### src/rtl/lenet_pkg.sv
`default_nettype none
// ============================================================================
// Module      : lenet_pkg
// Description : Shared sequencer state encoding, layer indices and layer count
// Revision    : 1.0
// ============================================================================
package lenet_pkg;

  localparam int NUM_LAYERS = 5;

  localparam int L_CONV1 = 0;
  localparam int L_POOL1 = 1;
  localparam int L_CONV2 = 2;
  localparam int L_POOL2 = 3;
  localparam int L_FC    = 4;

  typedef enum logic [2:0] {
    ST_IDLE = 3'd0,
    ST_RUN  = 3'd1,
    ST_GAP  = 3'd2,
    ST_DONE = 3'd3,
    ST_ERR  = 3'd4
  } state_t;

  function automatic int max3(input int a, input int b, input int c);
    int m;
    m = (a > b) ? a : b;
    return (m > c) ? m : c;
  endfunction

endpackage
`default_nettype wire

### src/rtl/lenet_layer_ctrl.sv
`default_nettype none
// ============================================================================
// Module      : lenet_layer_ctrl
// Description : Sequences the LeNet layers one at a time with masked finish
//               sampling and idle gaps; LAYER_TIMEOUT_EN adds a stuck-layer
//               timeout that ends in an error state.
// Revision    : 1.0
// ============================================================================
module lenet_layer_ctrl #(
  parameter int NUM_LAYERS     = lenet_pkg::NUM_LAYERS,
  parameter int GAP_CYCLES     = 2,
  parameter int MASK_CYCLES    = 2,
  parameter int TIMEOUT_CYCLES = 65535
) (
  input  logic                  clk,
  input  logic                  rst,
  input  logic                  start,
  input  logic [NUM_LAYERS-1:0] layer_finish,
  output logic [NUM_LAYERS-1:0] layer_en,
  output logic [2:0]            cur_layer,
  output logic                  busy,
  output logic                  done,
  output logic                  error
);
  import lenet_pkg::*;

  localparam int CNT_MAX = max3(MASK_CYCLES, GAP_CYCLES, TIMEOUT_CYCLES);
  localparam int CNT_W   = $clog2(CNT_MAX + 1);

  localparam logic [CNT_W-1:0] C_MASK       = CNT_W'(MASK_CYCLES);
  localparam logic [CNT_W-1:0] C_GAP_LAST   = CNT_W'((GAP_CYCLES > 0) ? GAP_CYCLES - 1 : 0);
  localparam logic [2:0]       C_LAST_LAYER = 3'(NUM_LAYERS - 1);
  localparam logic [2:0]       C_FIRST      = 3'(L_CONV1);
`ifdef LAYER_TIMEOUT_EN
  localparam logic [CNT_W-1:0] C_TO_LAST    = CNT_W'(TIMEOUT_CYCLES - 1);
  localparam logic [CNT_W-1:0] C_RUN_SAT    = C_TO_LAST;
`else
  localparam logic [CNT_W-1:0] C_RUN_SAT    = C_MASK;
`endif

  state_t                  r_state;
  state_t                  w_state_nxt;
  logic [2:0]              r_cur;
  logic [2:0]              w_cur_nxt;
  logic [CNT_W-1:0]        r_cnt;
  logic [CNT_W-1:0]        w_cnt_nxt;
  logic [NUM_LAYERS-1:0]   r_en;
  logic [NUM_LAYERS-1:0]   w_en_nxt;
  logic                    r_busy;
  logic                    r_done;

  // One counter serves both phases: cycles spent in RUN (mask and timeout)
  // and cycles spent in GAP; it restarts at 0 on every state change.
  always_comb begin
    w_state_nxt = r_state;
    w_cur_nxt   = r_cur;
    w_cnt_nxt   = r_cnt;
    case (r_state)
      ST_IDLE, ST_DONE, ST_ERR: begin
        if (start) begin
          w_state_nxt = ST_RUN;
          w_cur_nxt   = C_FIRST;
          w_cnt_nxt   = '0;
        end
      end
      ST_RUN: begin
        if ((r_cnt >= C_MASK) && layer_finish[r_cur]) begin
          w_state_nxt = ST_GAP;
          w_cnt_nxt   = '0;
        end
`ifdef LAYER_TIMEOUT_EN
        else if (r_cnt == C_TO_LAST) begin
          w_state_nxt = ST_ERR;
          w_cnt_nxt   = '0;
        end
`endif
        else if (r_cnt != C_RUN_SAT) begin
          w_cnt_nxt = r_cnt + CNT_W'(1);
        end
      end
      ST_GAP: begin
        if (r_cnt >= C_GAP_LAST) begin
          w_cnt_nxt = '0;
          if (r_cur == C_LAST_LAYER) begin
            w_state_nxt = ST_DONE;
          end else begin
            w_state_nxt = ST_RUN;
            w_cur_nxt   = r_cur + 3'd1;
          end
        end else begin
          w_cnt_nxt = r_cnt + CNT_W'(1);
        end
      end
      default: begin
        w_state_nxt = ST_IDLE;
        w_cur_nxt   = C_FIRST;
        w_cnt_nxt   = '0;
      end
    endcase
  end

  // Outputs are decoded from the next state so they stay registered yet
  // change on the same edge as the state.
  always_comb begin
    w_en_nxt = '0;
    if (w_state_nxt == ST_RUN) begin
      w_en_nxt = NUM_LAYERS'(1) << w_cur_nxt;
    end
  end

  always_ff @(posedge clk) begin
    if (rst) begin
      r_state <= ST_IDLE;
      r_cur   <= C_FIRST;
      r_cnt   <= '0;
      r_en    <= '0;
      r_busy  <= 1'b0;
      r_done  <= 1'b0;
    end else begin
      r_state <= w_state_nxt;
      r_cur   <= w_cur_nxt;
      r_cnt   <= w_cnt_nxt;
      r_en    <= w_en_nxt;
      r_busy  <= (w_state_nxt == ST_RUN) || (w_state_nxt == ST_GAP);
      r_done  <= (w_state_nxt == ST_DONE);
    end
  end

`ifdef LAYER_TIMEOUT_EN
  logic r_error;

  always_ff @(posedge clk) begin
    if (rst) begin
      r_error <= 1'b0;
    end else begin
      r_error <= (w_state_nxt == ST_ERR);
    end
  end

  assign error = r_error;
`else
  assign error = 1'b0;
`endif

  assign layer_en  = r_en;
  assign cur_layer = r_cur;
  assign busy      = r_busy;
  assign done      = r_done;

endmodule
`default_nettype wire

### config.mk
export PLATFORM = sky130hd
export DESIGN_NAME = lenet_layer_ctrl
export DESIGN_NICKNAME = d
export VERILOG_FILES = /design/src/rtl/lenet_pkg.sv /design/src/rtl/lenet_layer_ctrl.sv
export SDC_FILE = /design/constraint.sdc
export NUM_CORES = 1
export LEC_CHECK = 0
export ABC_AREA = 1
export CORE_UTILIZATION = 58
export CTS_BUF_LIST = sky130_fd_sc_hd__clkbuf_8
export CTS_CLUSTER_DIAMETER = 50
export CTS_CLUSTER_SIZE = 16
export DETAILED_ROUTE_END_ITERATION = 10
export GPL_ROUTABILITY_DRIVEN = 0
export PLACE_DENSITY_LB_ADDON = 0.1
export SYNTH_ARGS = -nofsm -noshare
export SYNTH_HDL_FRONTEND = slang
export SYNTH_SLANG_ARGS = --single-unit
### constraint.sdc
create_clock -name clk -period 1.9 [get_ports clk]
set_clock_uncertainty 0.05 [all_clocks]
set_input_delay 0.38 -clock clk [delete_from_list [all_inputs] [get_ports clk]]
set_output_delay 0.38 -clock clk [all_outputs]
set_load 0.02 [all_outputs]
-- Yosys cells after proc, flatten, opt, wreduce, memory -nomap -nowiden
Index checks and enable logic that the tools add are counted.
- add/subtract/negate cells: 2
- order comparisons: 3
- equal/unequal tests: 11
- shift operators: 1
- muxes and demuxes: 16
- bitwise logic cells: 1
- reductions and logical operators: 6
- operators with widths (cell ; count):
    16-bit two-way mux ; 4
    16-bit case mux with 3 select lines ; 1
    3-bit two-way mux ; 6
    3-bit case mux with 3 select lines ; 2
    16-bit by 1-bit adder with 16-bit output (second input constant) ; 1
    16-bit by 1-bit greater-or-equal comparator with 1-bit output (second input constant) ; 1
    16-bit by 2-bit greater-or-equal comparator with 1-bit output (second input constant) ; 1
    16-bit by 2-bit inequality test with 1-bit output (second input constant) ; 1
    3-bit by 2-bit equality test with 1-bit output (second input constant) ; 4
    3-bit by 1-bit equality test with 1-bit output (second input constant) ; 2
    3-bit equality test (second input constant) ; 2
    1-bit by 3-bit << shifter with 5-bit output (first input constant) ; 1
    3-bit by 4-bit < comparator with 1-bit output (second input constant) ; 1
    3-bit by 1-bit adder with 3-bit output (second input constant) ; 1
    1-bit binary-select mux with 3-bit select ; 1
    3-bit zero test ; 1
    3-bit inequality test (second input constant) ; 1
    3-bit OR reduction ; 1
    2-bit two-way mux ; 1
    2-bit inequality test (second input constant) ; 1
    2-bit AND reduction ; 1
    2-bit OR reduction ; 1
    1-bit logical AND ; 1
    1-bit logical OR ; 1
    other kinds (2) ; 2
- bits in registers: 29
- input port bits: 8
- word-level logic and storage cells: 46

-- Depth between registers and ports, before layout
- depth after elaboration: 8
- depth in mapped cells: 14
- depth with buffers taken out: 14

-- Least setup slack after synthesis
OpenSTA, ideal clock, no wires.
- path type: register to register
- start: register r_cnt[0]
- end: register r_en[1] (netlist: layer_en[1])
- library setup time: 0.065 ns
- arrival time: 1.600 ns
- data required time: 1.785 ns
- path slack: 0.186 ns
- cell stages (with the launch flop): 15
- clock period less this slack: 1.714 ns
- path through: dfxtp_1 -> inv_1 -> ha_1 -> inv_1 -> nor2_1 -> nand2_1 -> nor2_1 -> nand2_1 -> nand2_1 -> and2_2 -> nand2_4 -> nand2_4 -> nor2_4 -> nand3_2 -> nor2_1
- longest elaborated chain between the ends: 7
- RTL lines (element ; line ; text):
    from (decl) ; lenet_layer_ctrl.sv:45 ; logic [CNT_W-1:0] r_cnt;
    from (signal assigned) ; lenet_layer_ctrl.sv:122 ; r_cnt <= w_cnt_nxt;
    16-bit by 2-bit greater-or-equal comparator with 1-bit output ; lenet_layer_ctrl.sv:67 ; if ((r_cnt >= C_MASK) && layer_finish[r_cur]) begin
    1-bit logical AND ; lenet_layer_ctrl.sv:67 ;
    3-bit two-way mux ; lenet_layer_ctrl.sv:67 ;
    3-bit case mux with 3 select lines ; lenet_layer_ctrl.sv:58 ; case (r_state)
    3-bit by 1-bit equality test with 1-bit output ; lenet_layer_ctrl.sv:106 ; if (w_state_nxt == ST_RUN) begin
    1-bit NOT (no line) ; -- ;
    2-bit OR reduction (no line) ; -- ;
    to (signal assigned) ; lenet_layer_ctrl.sv:123 ; r_en <= w_en_nxt;
    to (decl) ; lenet_layer_ctrl.sv:47 ; logic [NUM_LAYERS-1:0] r_en;
Parallel ways exist; a longest one is shown, timed or not.
A chain may end at the register's enable or synchronous reset.

-- Worst setup path after layout
- start: register r_cnt[0]
- end: register r_en[3] (netlist: layer_en[3])
The elaborated chain is that of the path after synthesis.

==> tab_implementation.tex <==
\begin{tabular}{lr}
\hline
Metric & Value \\
\hline
\multicolumn{2}{l}{\textbf{Outcome}} \\
\quad Result of the run & completed \\
\multicolumn{2}{l}{\textbf{STA}} \\
\quad Final critical delay including setup and external delays & $\sim$1.8 ns \\
\quad Max Fclk & about 550 MHz \\
\quad Max-slew violation total from the final report & 0 \\
\quad Setup Viol. Count Final & 0 \\
\quad Number of hold violations in the final report & 0 \\
\quad RSZ-0062 raised after global routing & true \\
\quad Fin crit share & about 95\% \\
\multicolumn{2}{l}{\textbf{GRT}} \\
\quad Antenna violations before repair & 0 \\
\quad First-pass GRT wire length & approximately 6600 um \\
\quad Number of global-route vias before repair & between 1.5k and 2k \\
\quad Maximum number of pins on one net before global-route repair & 15 \\
\quad Grt ovf & 0 \\
\quad Overall track demand over capacity in global routing & 25.8\% \\
\multicolumn{2}{l}{\textbf{Synthesis}} \\
\quad Avg Inst Size Synth & 6.73 um2 \\
\quad Synthesized Nets & 280 \\
\quad Top area cells in the synthesized netlist & dfxtp\_1 (32\%), nand2\_1 (13\%), nand3\_1 (8.9\%), nor2\_1 (7.3\%), inv\_1 (6.5\%) \\
\quad Number of instances in the synthesized netlist & 266 \\
\quad Post-synthesis cell area & about 1800 um2 \\
\quad Area share of the leading cell type in the synthesized netlist & roughly a third \\
\quad Unique masters post-synth & 29 \\
\quad FF+latch count, synth & 29 \\
\quad Number of warnings printed during yosys synthesis & 0 \\
\quad Seq/Total Area, Yosys & approximately 32\% \\
\quad Library cell occupying the most area in the post-synthesis netlist & dfxtp\_1 \\
\multicolumn{2}{l}{\textbf{Floorplan}} \\
\quad Die width & $\sim$58 um \\
\quad Core ar. & 2830 um2 \\
\quad Num ports & 19 \\
\quad Initial Utilization & a little over three fifths \\
\quad Die area & 3310 um2 \\
\quad Y dimension of the die & between 50 and 60 um \\
\quad Number of core rows & 19 \\
\multicolumn{2}{l}{\textbf{Finish}} \\
\quad End-of-flow core utilization & $\sim$80\% \\
\quad Number of nets in the layout & around 310 \\
\quad Layout overhead on the synthesized area & 22.9\% \\
\quad Share of layout cells above drive strength 1 & $\sim$18\% \\
\quad Antenna cells & 0 \\
\quad Most common cell after layout, fill and taps aside & nand2\_1 \\
\quad Highest-count cells in the layout ignoring fill and taps & nand2\_1 (59), nor2\_1 (32), nand3\_1 (30) \\
\multicolumn{2}{l}{\textbf{Pwr}} \\
\quad Cell-internal power & around 1.0 mW \\
\quad Net Sw Frac & a little over a quarter \\
\quad Part of the power in the clock network & 39.3\% \\
\quad Comb power frac & between 10\% and 20\% \\
\quad Power consumption & between 1 and 1.5 mW \\
\quad Peak VDD IR & 0.000516 V \\
\quad Power share of the sequential group & between 40\% and 50\% \\
\quad Leak pwr & approximately 0.94 nW \\
\quad Power per Cell Area & between 600 and 700 nW/um2 \\
\quad NetSw & $\sim$0.4 mW \\
\multicolumn{2}{l}{\textbf{Clock tree}} \\
\quad Number of clock sinks & 29 \\
\quad Clk Latency, worst-skew pair & around 0.28 ns \\
\quad Post-cts hold buffer count & 0 \\
\quad Clock input transition at the sequential cells of the worst setup and hold paths & $\sim$0.06 ns \\
\quad Number of buffers added by the clock tree synthesis step & 5 \\
\quad Setup Buffers After CTS & 0 \\
\quad Cell at the root of the clock tree & clkbuf\_8 \\
\quad Largest buffer count on any clock path & 2 \\
\quad Total number of H-tree levels & 2 \\
\quad CTS tree & yes \\
\multicolumn{2}{l}{\textbf{Drt}} \\
\quad Post-DRT Antenna Nets & 0 \\
\quad Total number of vias & approximately 1.7k \\
\quad Total iterations of the first detailed-routing run & 4 \\
\quad Number of design-rule violations left by the first detailed-router iteration & 99 \\
\quad DRC viols & 0 \\
\quad Routed length per placed instance & about 12 um \\
\quad Average via count per standard cell & approximately 5.3 \\
\quad Detailed-route wire length & roughly 4000 um \\
\multicolumn{2}{l}{\textbf{Worst setup path}} \\
\quad Worst path slowest cell & dfxtp\_2 \\
\quad Required @ worst endpoint & between 2 and 2.5 ns \\
\quad Arrival time at the worst endpoint & between 1.5 and 2 ns \\
\quad Startpoint Class & register \\
\quad Crit-path max FO & 5 \\
\quad Max incr delay on CP & around 0.33 ns \\
\quad Cell breakdown of the critical path & inv\_2 > ha\_1 > inv\_1 > nor2\_1 > nand2\_1 > nor2\_2 > nand2\_2 > nand2\_2 > nand2\_1 > nand3\_1 > nand3\_2 > inv\_2 > nand3\_2 > nor2\_1 \\
\quad Kind of end point of the critical path & register \\
\quad Worst setup path category & register to register \\
\multicolumn{2}{l}{\textbf{Flow run}} \\
\quad Maximum capacitance violations & 0 \\
\multicolumn{2}{l}{\textbf{Worst hold path}} \\
\quad Classification of the worst-slack hold path & register to register \\
\multicolumn{2}{l}{\textbf{Place}} \\
\quad Half-perimeter wire length of the detailed placement result & $\sim$3000 um \\
\quad Port Buffer Count & 17 \\
\hline
\end{tabular}
-- critical path, delay by kind of cell, from the launching register on --
kind	cells	cell delay, ns
fa+ha+maj	1	0.13
buf+inv	3	0.19
flops	1	0.33
simple gates	10	1.04
-- area by class of cell --
cell class	count	area, um2
repair buffers	34	298
multi-input cells	198	1060
clock buffers	7	96.3
fillers	205	629
flip-flops and latches	29	582
clock inverters	1	5.00
well taps	31	38.8
inverters	32	120
-- power groups by stage --
| stage | clock, mW | combinational, mW | sequential, mW |
|---|---|---|---|
| detailed placement | 0 | 0.233 | 0.642 |
| finish | 0.568 | 0.246 | 0.630 |
| global placement | 0 | 0.231 | 0.642 |
| floorplan | 0 | 0.144 | 0.652 |
| global route | 0.598 | 0.269 | 0.632 |
| CTS | 0.577 | 0.235 | 0.629 |
-- layer usage --
metal,global-route usage [%],routed length (um),vias to the layer above
li1,-,-,914
met2,37.9,1730,58
met5,0,0,-
met3,7.03,327,6
met4,8.71,48,0
met1,36.2,1890,768
-- sequential cells by signal, summed over array words and instances, names as in the netlist --
register and flops:
done 1, r_state 3, cur_layer 3, busy 1, r_cnt 16, layer_en 5
-- worst paths after layout --
path,start,endpoint,slack [ns],cells after the start
worst min-delay path,r_cnt[15],r_cnt[15],0.45,2
worst max-delay path,r_cnt[0],layer_en[3],0.09,14
worst max register to register,r_cnt[0],layer_en[3],0.09,14
worst min register to register,r_cnt[15],r_cnt[15],0.45,2
-- metrics by stage --
stage	setup TNS [ns]	area (um2)	setup WS, ns	hold slack, ns	std cells
6_report	0	2200	0.0879	0.449	332
5_1_grt	-0.228	2200	-0.0848	0.461	332
4_1_cts	0	2170	0.0609	0.447	332
3_5_place_dp	-0.0468	2070	-0.0299	0.436	324
3_3_place_gp	0	2070	0.00600	0.423	324
2_1_floorplan	0	1790	0.186	0.414	266
-- what timing repair did --
item,in CTS,in global routing
hold endpoints to repair,0,0
setup endpoints to repair,0,7
resized for setup,0,14
-- logic make-up (layout without fill, tap and decap cells) --
logic type	Yosys count	in the layout	share of synthesized area, %
xor gates and xnor gates	9	9	4.40
other	1	1	0.209
and+or+nand+nor	159	159	42.5
DFF	29	29	32.4
AOI/OAI and AO/OA	23	23	6.57
adders and majority gates	6	6	4.19
buffers and inverters	39	74	9.71
-- cell usage after synthesis --
master,number
inv_1,31
or2_1,1
nand2_2,3
clkbuf_1,2
buf_4,1
nand3_1,32
nand3_2,2
nor2_1,35
nand3b_1,4
dfxtp_1,29
buf_6,3
nand4_1,6
xnor2_1,2
o21bai_1,1
nor2_4,4
o21ai_1,2
o21ai_0,6
nand2_4,3
conb_1,1
inv_2,1
xor2_1,7
and2_2,1
a21oi_1,14
nor3_1,5
nor2_2,1
nand2_1,61
ha_1,6
buf_2,1
nor3_2,1
Power figures use the tool's default switching activity.
